<file path="config.mk">
export PLATFORM = sky130hd
export DESIGN_NAME = pipeline_issue_scoreboard
export DESIGN_NICKNAME = d
export VERILOG_FILES = /design/src/rtl/pipeline_pkg.sv /design/src/rtl/scoreboard_counters.sv /design/src/rtl/pipeline_issue_scoreboard.sv
export SDC_FILE = /design/constraint.sdc
export NUM_CORES = 1
export LEC_CHECK = 0
export BUFFER_PORTS_ARGS = -buffer_cell sky130_fd_sc_hd__buf_2
export CAP_MARGIN = 5
export CELL_PAD_IN_SITES_DETAIL_PLACEMENT = 0
export CELL_PAD_IN_SITES_GLOBAL_PLACEMENT = 1
export CORE_MARGIN = 8
export CORE_UTILIZATION = 43
export DETAILED_ROUTE_END_ITERATION = 10
export PLACE_DENSITY = 0.86
export RECOVER_POWER = 50
export SYNTH_ARGS = -nofsm -noshare
export SYNTH_HDL_FRONTEND = slang
export SYNTH_SLANG_ARGS = --single-unit
</file>
<file path="constraint.sdc">
create_clock -name clk -period 2.8 [get_ports clk]
set_input_delay 0 -clock clk [delete_from_list [all_inputs] [get_ports clk]]
set_output_delay 0 -clock clk [all_outputs]
set_load 0.03 [all_outputs]
</file>
<file path="src/rtl/pipeline_pkg.sv">
// Shared types for the issue stage: FSM states and register index type.
package pipeline_pkg;

    typedef logic [4:0] reg_idx_t;

    localparam reg_idx_t REG_X0 = 5'd0;

    typedef enum logic [1:0] {
        RUN,
        DRAIN,
        CALL,
        WAIT
    } issue_state_t;

endpackage

</file>
<file path="src/rtl/scoreboard_counters.sv">
// Per-register pending-write counters. x0 is never tracked and always reads idle.
module scoreboard_counters
    import pipeline_pkg::*;
#(
    parameter int unsigned NUM_REGS  = 32,
    parameter int unsigned CNT_WIDTH = 2
) (
    input  logic     clk,
    input  logic     reset,
    input  logic     inc_en,
    input  reg_idx_t inc_idx,
    input  logic     dec_en,
    input  reg_idx_t dec_idx,
    input  reg_idx_t rd1_idx,
    input  reg_idx_t rd2_idx,
    output logic     rd1_busy,
    output logic     rd2_busy,
    output logic     inc_full,
    output logic     dec_empty
);

    logic [CNT_WIDTH-1:0] pend_q [NUM_REGS];
    logic [CNT_WIDTH-1:0] pend_d [NUM_REGS];

    // Next counter values; a same-cycle increment and decrement cancel out.
    always_comb begin
        for (int i = 0; i < int'(NUM_REGS); i++) begin
            pend_d[i] = pend_q[i];
            if (i != 0) begin
                if (inc_en && (inc_idx == reg_idx_t'(i)) &&
                    !(dec_en && (dec_idx == reg_idx_t'(i)))) begin
                    pend_d[i] = pend_q[i] + CNT_WIDTH'(1);
                end else if (dec_en && (dec_idx == reg_idx_t'(i)) &&
                             !(inc_en && (inc_idx == reg_idx_t'(i)))) begin
                    pend_d[i] = pend_q[i] - CNT_WIDTH'(1);
                end
            end
        end
    end

    // Counter array state.
    always_ff @(posedge clk or negedge reset) begin
        if (!reset) begin
            for (int i = 0; i < int'(NUM_REGS); i++) begin
                pend_q[i] <= '0;
            end
        end else begin
            pend_q <= pend_d;
        end
    end

    // Read ports: busy flags for sources, saturation / empty for the update indices.
    always_comb begin
        rd1_busy  = (rd1_idx != REG_X0) && (pend_q[rd1_idx] != '0);
        rd2_busy  = (rd2_idx != REG_X0) && (pend_q[rd2_idx] != '0);
        inc_full  = (pend_q[inc_idx] == '1);
        dec_empty = (pend_q[dec_idx] == '0);
    end

endmodule

</file>
<file path="src/rtl/pipeline_issue_scoreboard.sv">
// Issue controller: RAW hazard stalls, in-flight cap and ECALL serialisation.
module pipeline_issue_scoreboard
    import pipeline_pkg::*;
#(
    parameter int unsigned NUM_REGS     = 32,
    parameter int unsigned CNT_WIDTH    = 2,
    parameter int unsigned MAX_INFLIGHT = 4
) (
    input  logic       clk,
    input  logic       reset,
    input  logic       dec_valid,
    input  logic [4:0] dec_r1,
    input  logic [4:0] dec_r2,
    input  logic       dec_uses_r1,
    input  logic       dec_uses_r2,
    input  logic [4:0] dec_dst,
    input  logic       dec_ecall,
    output logic       dec_ready,
    input  logic       ex_ready,
    output logic       issue_valid,
    input  logic       wb_valid,
    input  logic [4:0] wb_dst,
    input  logic       flush,
    output logic       ecall_req,
    input  logic       ecall_done,
    output logic       sb_error
);

    localparam int unsigned INFLIGHT_W = $clog2(MAX_INFLIGHT + 1);

    issue_state_t          state_q;
    logic                  ecall_req_q;
    logic                  sb_error_q, sb_error_d;
    logic [INFLIGHT_W-1:0] inflight_q, inflight_d;

    logic rd1_busy, rd2_busy, dst_full, wb_empty;
    logic issue_ok, retire_err, retire_ok, ready_st;

    scoreboard_counters #(
        .NUM_REGS  (NUM_REGS),
        .CNT_WIDTH (CNT_WIDTH)
    ) u_counters (
        .clk       (clk),
        .reset     (reset),
        .inc_en    (issue_valid && (dec_dst != REG_X0)),
        .inc_idx   (dec_dst),
        .dec_en    (retire_ok && (wb_dst != REG_X0)),
        .dec_idx   (wb_dst),
        .rd1_idx   (dec_r1),
        .rd2_idx   (dec_r2),
        .rd1_busy  (rd1_busy),
        .rd2_busy  (rd2_busy),
        .inc_full  (dst_full),
        .dec_empty (wb_empty)
    );

    // Issue decision and retire classification; a bad retire changes no counter.
    always_comb begin
        issue_ok = dec_valid && (state_q == RUN) && !flush && !dec_ecall && ex_ready &&
                   !(dec_uses_r1 && rd1_busy) && !(dec_uses_r2 && rd2_busy) &&
                   (inflight_q < INFLIGHT_W'(MAX_INFLIGHT)) &&
                   !((dec_dst != REG_X0) && dst_full);
        retire_err = wb_valid && (((wb_dst != REG_X0) && wb_empty) || (inflight_q == '0));
        retire_ok  = wb_valid && !retire_err;
    end

    // Decode handshake per state; reset forces ready high and issue low.
    always_comb begin
        ready_st = 1'b0;
        case (state_q)
            RUN:     ready_st = !dec_valid || issue_ok || flush;
            DRAIN:   ready_st = flush;
            CALL:    ready_st = 1'b0;
            WAIT:    ready_st = ecall_done;
            default: ready_st = 1'b0;
        endcase
    end

    assign issue_valid = reset && issue_ok;
    assign dec_ready   = !reset || ready_st;
    assign ecall_req   = ecall_req_q;
    assign sb_error    = sb_error_q;

    // In-flight count and sticky error next-state.
    always_comb begin
        inflight_d = inflight_q;
        if (issue_valid && !retire_ok) begin
            inflight_d = inflight_q + INFLIGHT_W'(1);
        end else if (!issue_valid && retire_ok) begin
            inflight_d = inflight_q - INFLIGHT_W'(1);
        end
        sb_error_d = sb_error_q || retire_err;
    end

    // In-flight counter and error flag state.
    always_ff @(posedge clk or negedge reset) begin
        if (!reset) begin
            inflight_q <= '0;
            sb_error_q <= 1'b0;
        end else begin
            inflight_q <= inflight_d;
            sb_error_q <= sb_error_d;
        end
    end

    // ECALL FSM with registered request pulse; drain ends on the cycle the last retire lands.
    always_ff @(posedge clk or negedge reset) begin
        if (!reset) begin
            state_q     <= RUN;
            ecall_req_q <= 1'b0;
        end else begin
            ecall_req_q <= 1'b0;
            case (state_q)
                RUN: begin
                    if (dec_valid && dec_ecall && !flush) begin
                        state_q <= DRAIN;
                    end
                end
                DRAIN: begin
                    if (flush) begin
                        state_q <= RUN;
                    end else if (inflight_d == '0) begin
                        state_q     <= CALL;
                        ecall_req_q <= 1'b1;
                    end
                end
                CALL: begin
                    state_q <= WAIT;
                end
                WAIT: begin
                    if (ecall_done) begin
                        state_q <= RUN;
                    end
                end
                default: begin
                    state_q <= RUN;
                end
            endcase
        end
    end

endmodule
</file>
Word level (Yosys, flattened, before mapping)

Cells that the tools add are included.

Add/subtract/negate cells: 64
Order comparisons: 5
Eq/ne operators: 69
Mux-type cells: 85
Bitwise logic cells: 4
Reduce and logical (&&, ||, !) cells: 266

Operators with widths:

| operator              | count |
|---|---|
| $eq A5 B5 Y1 const B  | 32 |
| $mux W2               | 74 |
| $logic_and A1 B1 Y1   | 147 |
| $eq A5 B4 Y1 const B  | 16 |
| $logic_not A1 Y1      | 72 |
| $reduce_bool A2 Y1    | 33 |
| $add A2 B1 Y2 const B | 31 |
| $sub A2 B1 Y2 const B | 31 |
| $bmux W2 S5           | 4 |
| $eq A5 B3 Y1 const B  | 8 |
| $ge A6 B6 Y1 const B  | 4 |
| $not A5 Y6            | 4 |
| $eq A5 B2 Y1 const B  | 4 |
| $reduce_bool A5 Y1    | 4 |
| $eq A5 B1 Y1 const B  | 2 |
| $pmux W2 S4           | 1 |
| $eq A2 B2 Y1 const B  | 3 |
| $logic_not A3 Y1      | 2 |
| $mux W3               | 2 |
| $logic_or A1 B1 Y1    | 5 |
| $logic_not A2 Y1      | 2 |
| $pmux W1 S4           | 1 |
| $add A3 B1 Y3 const B | 1 |
| $lt A3 B3 Y1 const B  | 1 |
| 7 further kinds       | 9 |

Bits in registers: 69
Input port bits: 30
Output and inout port bits: 4
Logic and storage cells: 528

Logic depth before layout (Yosys ltp)

Word-level depth: 21
Gate-level depth with buffers: 16
Mapped depth without buffers: 12

Cells and area by module

A second synthesis with hierarchy kept.

Cells, all modules: 575
Area total of the unflattened synthesis: 5358.9 um2

By module, submodules not included:

| module                    | instances | cells each | area an instance (um2) | sequential area each (um2) |
|---|---|---|---|---|
| scoreboard_counters       | 1         | 510        | 4775.8                 | 1551.5 |
| pipeline_issue_scoreboard | 1         | 65         | 583.1                  | 175.2 |

Worst setup path before layout

OpenSTA, ideal clock, no wires.

Path kind: register to register
From: reg u_counters.pend_q[34] (netlist name)
To: reg u_counters.pend_q[1] (netlist name)
Setup time: 79 ps
Arrival: 2957 ps
Data required time: 2721 ps
Path slack: -236 ps
Stages on the path, launching flop included: 14
Path buffers: 2
Clock period less this slack: 3036 ps
Path through: dfrtp_1 nor2_1 mux4_2 nor3b_1 o41a_1 o311a_1 buf_2 and2_1 clkbuf_1 or3b_2 ha_1 xor2_1 nor2_1 xor2_1

Longest elaborated chain between the ends: 17
Elaborated cells between the ends (all ways): 44
Those cells by class: eq/ne: 1; mux: 13; reduce/logical: 30

RTL lines:

| item                                        | RTL line                                             | source |
|---|---|---|
| from (decl)                                 | scoreboard_counters.sv:22                            | `logic [CNT_WIDTH-1:0] pend_q [NUM_REGS];` |
| from (signal assigned)                      | scoreboard_counters.sv:48                            | `pend_q <= pend_d;` |
| $bmux W2 S5                                 | scoreboard_counters.sv:54                            | `rd1_busy = (rd1_idx != REG_X0) && (pend_q[rd1_idx] != '0);` |
| $mux W2 (implied by the code) (2 in series) | scoreboard_counters.sv:54                            |  |
| $reduce_bool A2 Y1                          | scoreboard_counters.sv:54                            |  |
| $logic_and A1 B1 Y1                         | scoreboard_counters.sv:54                            |  |
| $logic_and A1 B1 Y1                         | pipeline_issue_scoreboard.sv:60                      | `!(dec_uses_r1 && rd1_busy) && !(dec_uses_r2 && rd2_busy) &&` |
| $logic_not A1 Y1                            | pipeline_issue_scoreboard.sv:60                      |  |
| $logic_and A1 B1 Y1                         | pipeline_issue_scoreboard.sv:59                      | `issue_ok = dec_valid && (state_q == RUN) && !flush && !dec_ecall && ex_ready &&` |
| $logic_and A1 B1 Y1 (2 in series)           | pipeline_issue_scoreboard.sv:60                      |  |
| $logic_and A1 B1 Y1                         | pipeline_issue_scoreboard.sv:61                      | `(inflight_q < INFLIGHT_W'(MAX_INFLIGHT)) &&` |
| $logic_and A1 B1 Y1                         | pipeline_issue_scoreboard.sv:79                      | `assign issue_valid = reset && issue_ok;` |
| $logic_and A1 B1 Y1                         | pipeline_issue_scoreboard.sv:45                      | `.inc_en (issue_valid && (dec_dst != REG_X0)),` |
| $logic_and A1 B1 Y1                         | scoreboard_counters.sv:30, scoreboard_counters.sv:34 |  |
| $logic_not A1 Y1                            | scoreboard_counters.sv:34                            | `!(inc_en && (inc_idx == reg_idx_t'(i)))) begin` |
| $logic_and A1 B1 Y1                         | scoreboard_counters.sv:33                            | `end else if (dec_en && (dec_idx == reg_idx_t'(i)) &&` |
| $reduce_bool A2 Y1 (no source line)         | n/a                                                  |  |

Parallel ways exist; a longest one is shown, timed or not. The select of a mux whose other input is x is not followed.
A chain may end at the register's enable or synchronous reset.

Worst setup path after layout

From: reg u_counters.pend_q[58] (netlist name)
To: reg u_counters.pend_q[7] (netlist name)

The elaborated chain is that of the path after synthesis.

==> results.md <==
- Worst setup skew after layout: 0.00471 ns
- CTS Sinks: 69
- Area of the die: 0.0160 mm^2
- Switch share: 37.4%
- # diodes: 0
- FMAX: 346 MHz
- Count of flip-flops with a built-in enable after synthesis: 0
- Reg2Reg Launch Point: u_counters.pend_q[58]
- Type of destination of the critical path: flop
- Setup slack of the worst register-to-register path: -0.09 ns
- Slew at the pin with the worst max-slew slack: 1.77 ns
- Area of the core: 0.0120 mm^2
- Final critical-path setup slack: -0.0922 ns
- Number of buffers inserted by port buffering: 33
- Number of global-route vias before repair: 4952
- Die W: 126 um
- First-pass GRT wire length: 25.8 mm
- Internal power summed over all cells: 3.73 mW
- CTS buffer count: 9
- Most common cell on crit path: sky130_fd_sc_hd__xor2_1
- Initial antenna violation count: 0
- Result of the run: finished with violations
- Net count of the mapped netlist: 627
- CTS tree: done
- Layout cells sized above 1: 38.3%
- Count of cells along the worst hold path: 3
- Min cycle time layout: 2.89 ns
- Sequential area share after synthesis: 32.9%
- Initial core utilization: 43.9%
- Final Core Density: 59.0%
- Leading cell type in the layout, fill and taps excluded: sky130_fd_sc_hd__buf_4
- Largest delay contributor family on the critical path: simple AND/OR/NAND/NOR gates
- Startpoint type of the worst setup path: flop
- Area of the mapped netlist: 0.00525 mm^2
- Arrival time of data at the critical path endpoint: 3.12 ns
- Number of library cell types mapped by synthesis: 56
- Ys async rst share: 100%
- Place WS: -0.220 ns
- First-pass iteration count of the detailed router: 4
- Maximum ir drop on the vdd rail: 0.307 mV
- Number of cell instances on the worst register-to-register path: 13
- Number of vias per cell after detailed routing: 5.80
- Via count: 4864
- Ordered list of cells on the worst path: nor3_1, a21oi_1, mux4_2, a22oi_2, nand3_2, nor3_4, buf_6, nand2_4, nor4_2, ha_2, xor2_1, nor2_1, xor2_1
- Number of antenna-violating nets in the routed design: 0
- Slowest stage delay, CP: 0.51 ns
- Total congestion overflow: 0
- Synthesis-to-layout area growth: 34.5%
- Synth Warn #: 0
- Clock slew seen by the registers of the worst setup and hold paths: 0.05 ns
- Clock latency on the worst-skew pair: 0.34 ns
- Total area of sequential cells: 0.00173 mm^2
- Largest cells by area after synthesis: sky130_fd_sc_hd__dfrtp_1, sky130_fd_sc_hd__xor2_1, sky130_fd_sc_hd__mux4_2
- Register share of total power: 29.3%
- Violations in the final reports: max-capacitance violations, max-slew violations, negative setup slack
- RR Endpoint: u_counters.pend_q[7]
- Number of failing setup endpoints in the final timing report: 20
- Commonest cells after routing, fill and taps aside: sky130_fd_sc_hd__buf_4, sky130_fd_sc_hd__dfrtp_1, sky130_fd_sc_hd__xor2_1
- Sum of internal, switching and leakage power: 5.95 mW
- Critical Setup Path Class: reg2reg
- Syn_area_per_cell: 9.32 um^2
- Largest fanout on the critical path: 8
- Total buffers and inverters traversed by the critical path: 1
- Number of nets in the layout: 752
- Post-layout instance area: 0.00706 mm^2
- Final clock period utilization by the worst path: 103%
- GR Util All Layers: 20.7%
- FF+latch count, synth: 69
- Final-report hold violation count: 0
- Cell area after placement: 0.00629 mm^2
- # fillers: 978
- Required arrival time at the worst endpoint: 3.02 ns
- Top cell type by total area after synthesis: sky130_fd_sc_hd__dfrtp_1
- Portion of synthesized cell area occupied by the leading cell type: 32.9%
- Total wire length after detailed routing: 16.3 mm
- Max Buffers Root-to-Sink: 2
- Comb power frac: 52.6%
- P_sw: 2.23 mW
- RSZ-0062 raised after global routing: true
- Remaining DRCs: 0
- Hold path startpoint: ecall_done
- Number of max-cap violations: 1
- Worst rel slew slack: -17.7%
- Inst Count DP: 814
- Y dimension of the die: 126 um
- Main flop type after synthesis: sky130_fd_sc_hd__dfrtp_1
- Row count: 40
- Clock share of power: 18.1%
- Type of the most critical hold path: in2reg
- CTS H-tree lvls: 3
- Pin count of the biggest net entering global routing: 71
- Violation count after the first detailed-route iteration: 381
- Multi-input gate area in the final layout: 0.00379 mm^2
- Critical path's slowest cell: sky130_fd_sc_hd__mux4_2
- Max Transition Viols Final: 71
- Wire length per cell after detailed routing: 19.5 um
- Cell at the root of the clock tree: sky130_fd_sc_hd__clkbuf_16
- Power density cells: 844 mW/mm^2
- GP Congestion: 0.937
- Non-filler cells in the finished layout: 839
- Detailed-placement wirelength estimate: 12.2 mm
- Number of instances in the synthesized netlist: 563
- Number of top-level pins: 34
- Static Leakage: 3.24 nW
## worst max-delay path by stage
| stage | start | endpoint | slack, ns | cells past startpoint |
|---|---|---|---|---|
| after floorplan | u_counters.pend_q[34] | u_counters.pend_q[1] | -0.03 | 13 |
| after global placement | u_counters.pend_q[58] | u_counters.pend_q[33] | -0.09 | 13 |
| after detailed placement | u_counters.pend_q[52] | u_counters.pend_q[39] | -0.22 | 13 |
| after CTS | u_counters.pend_q[42] | u_counters.pend_q[39] | -0.03 | 13 |
| after global routing | u_counters.pend_q[60] | u_counters.pend_q[1] | -0.20 | 13 |
| final | u_counters.pend_q[58] | u_counters.pend_q[7] | -0.09 | 13 |
## repair_timing
| action | 4_1_cts | 5_1_grt |
|---|---|---|
| endpoints found under the setup margin | 39 | 52 |
| gates resized for setup | 34 | 61 |
| buffers inserted | 1 | 6 |
| pin swaps | 9 | 18 |
| hold buffers | 4 | 0 |
| endpoints found under the hold margin | 72 | 0 |
## synth_stat cells, types with 3 or more instances
library cell	count
sky130_fd_sc_hd__nand2b_1	7
sky130_fd_sc_hd__ha_1	34
sky130_fd_sc_hd__nor3_1	23
sky130_fd_sc_hd__nand2_1	38
sky130_fd_sc_hd__a21oi_1	9
sky130_fd_sc_hd__xnor2_1	33
sky130_fd_sc_hd__nand3_1	30
sky130_fd_sc_hd__buf_1	3
sky130_fd_sc_hd__o21ai_0	14
sky130_fd_sc_hd__o22ai_1	5
sky130_fd_sc_hd__clkbuf_1	13
sky130_fd_sc_hd__buf_2	13
sky130_fd_sc_hd__mux2_2	4
sky130_fd_sc_hd__nand4_1	13
sky130_fd_sc_hd__xor2_1	62
sky130_fd_sc_hd__nor2b_1	14
sky130_fd_sc_hd__o31ai_1	3
sky130_fd_sc_hd__nand3b_1	3
sky130_fd_sc_hd__o211ai_1	6
sky130_fd_sc_hd__nor3b_1	6
sky130_fd_sc_hd__nor2_1	83
sky130_fd_sc_hd__nor4_1	4
sky130_fd_sc_hd__mux2i_1	5
sky130_fd_sc_hd__inv_1	7
sky130_fd_sc_hd__dfrtp_1	69
sky130_fd_sc_hd__mux4_2	19
sky130_fd_sc_hd__a22oi_1	4
## per-stage QoR
stage / setup TNS, ns / hold WS (ns)
2_1_floorplan: -0.126 / -0.296
3_3_place_gp: -0.511 / 0.222
3_5_place_dp: -2.28 / 0.230
4_1_cts: -0.0813 / 0.0932
5_1_grt: -5.22 / 0.123
6_report: -0.775 / 0.0985
## power by group through the flow
| stage | combinational (mW) | clock [mW] | sequential, mW |
|---|---|---|---|
| after floorplan | 1.36 | 0 | 1.86 |
| after global placement | 2.74 | 0 | 1.66 |
| after detailed placement | 2.83 | 0 | 1.69 |
| after CTS | 2.95 | 1.11 | 1.72 |
| after global routing | 3.35 | 1.15 | 1.79 |
| final | 3.13 | 1.08 | 1.75 |
## per-layer routing
metal / share of wire, % / GRT usage, % / vias up
met5: 0 / 0 / -
met4: 2.5 / 9.55 / 0
met3: 7.2 / 5.15 / 30
met2: 47 / 32.0 / 172
met1: 43 / 26.6 / 2422
li1: - / - / 2240
## cell families after synthesis
| kind of cell | count (synthesis) | share of synthesized area, % |
|---|---|---|
| muxes | 28 | 9.97 |
| AOI/OAI and AO/OA | 61 | 8.06 |
| buffers and inverters | 39 | 3.22 |
| DFF | 69 | 32.9 |
| xor gates and xnor gates | 95 | 15.9 |
| adders and majority gates | 34 | 8.11 |
| and+or+nand+nor | 237 | 21.9 |
## tightest hold or removal path, cell delays in order
cell                      delay, ns
sky130_fd_sc_hd__buf_2         0.10
sky130_fd_sc_hd__nand3_1       0.14
sky130_fd_sc_hd__a22o_1        0.16
## final cells by class
| class | count | area share, % |
|---|---|---|
| Multi-Input combinational cell | 455 | 53.7 |
| Sequential cell | 69 | 24.5 |
| Timing Repair Buffer | 146 | 14.9 |
| Clock buffer | 14 | 3.88 |
| Tap cell | 147 | 2.61 |
| Inverter | 7 | 0.372 |
| Clock inverter | 1 | 0.0709 |
## state kept, by name, summed over array words and instances, names as in the netlist, named ones only
signal	flops
u_counters.pend_q	62
inflight_q	3
state_q	1
sb_error	1
ecall_req	1
Power figures use the tool's default switching activity.
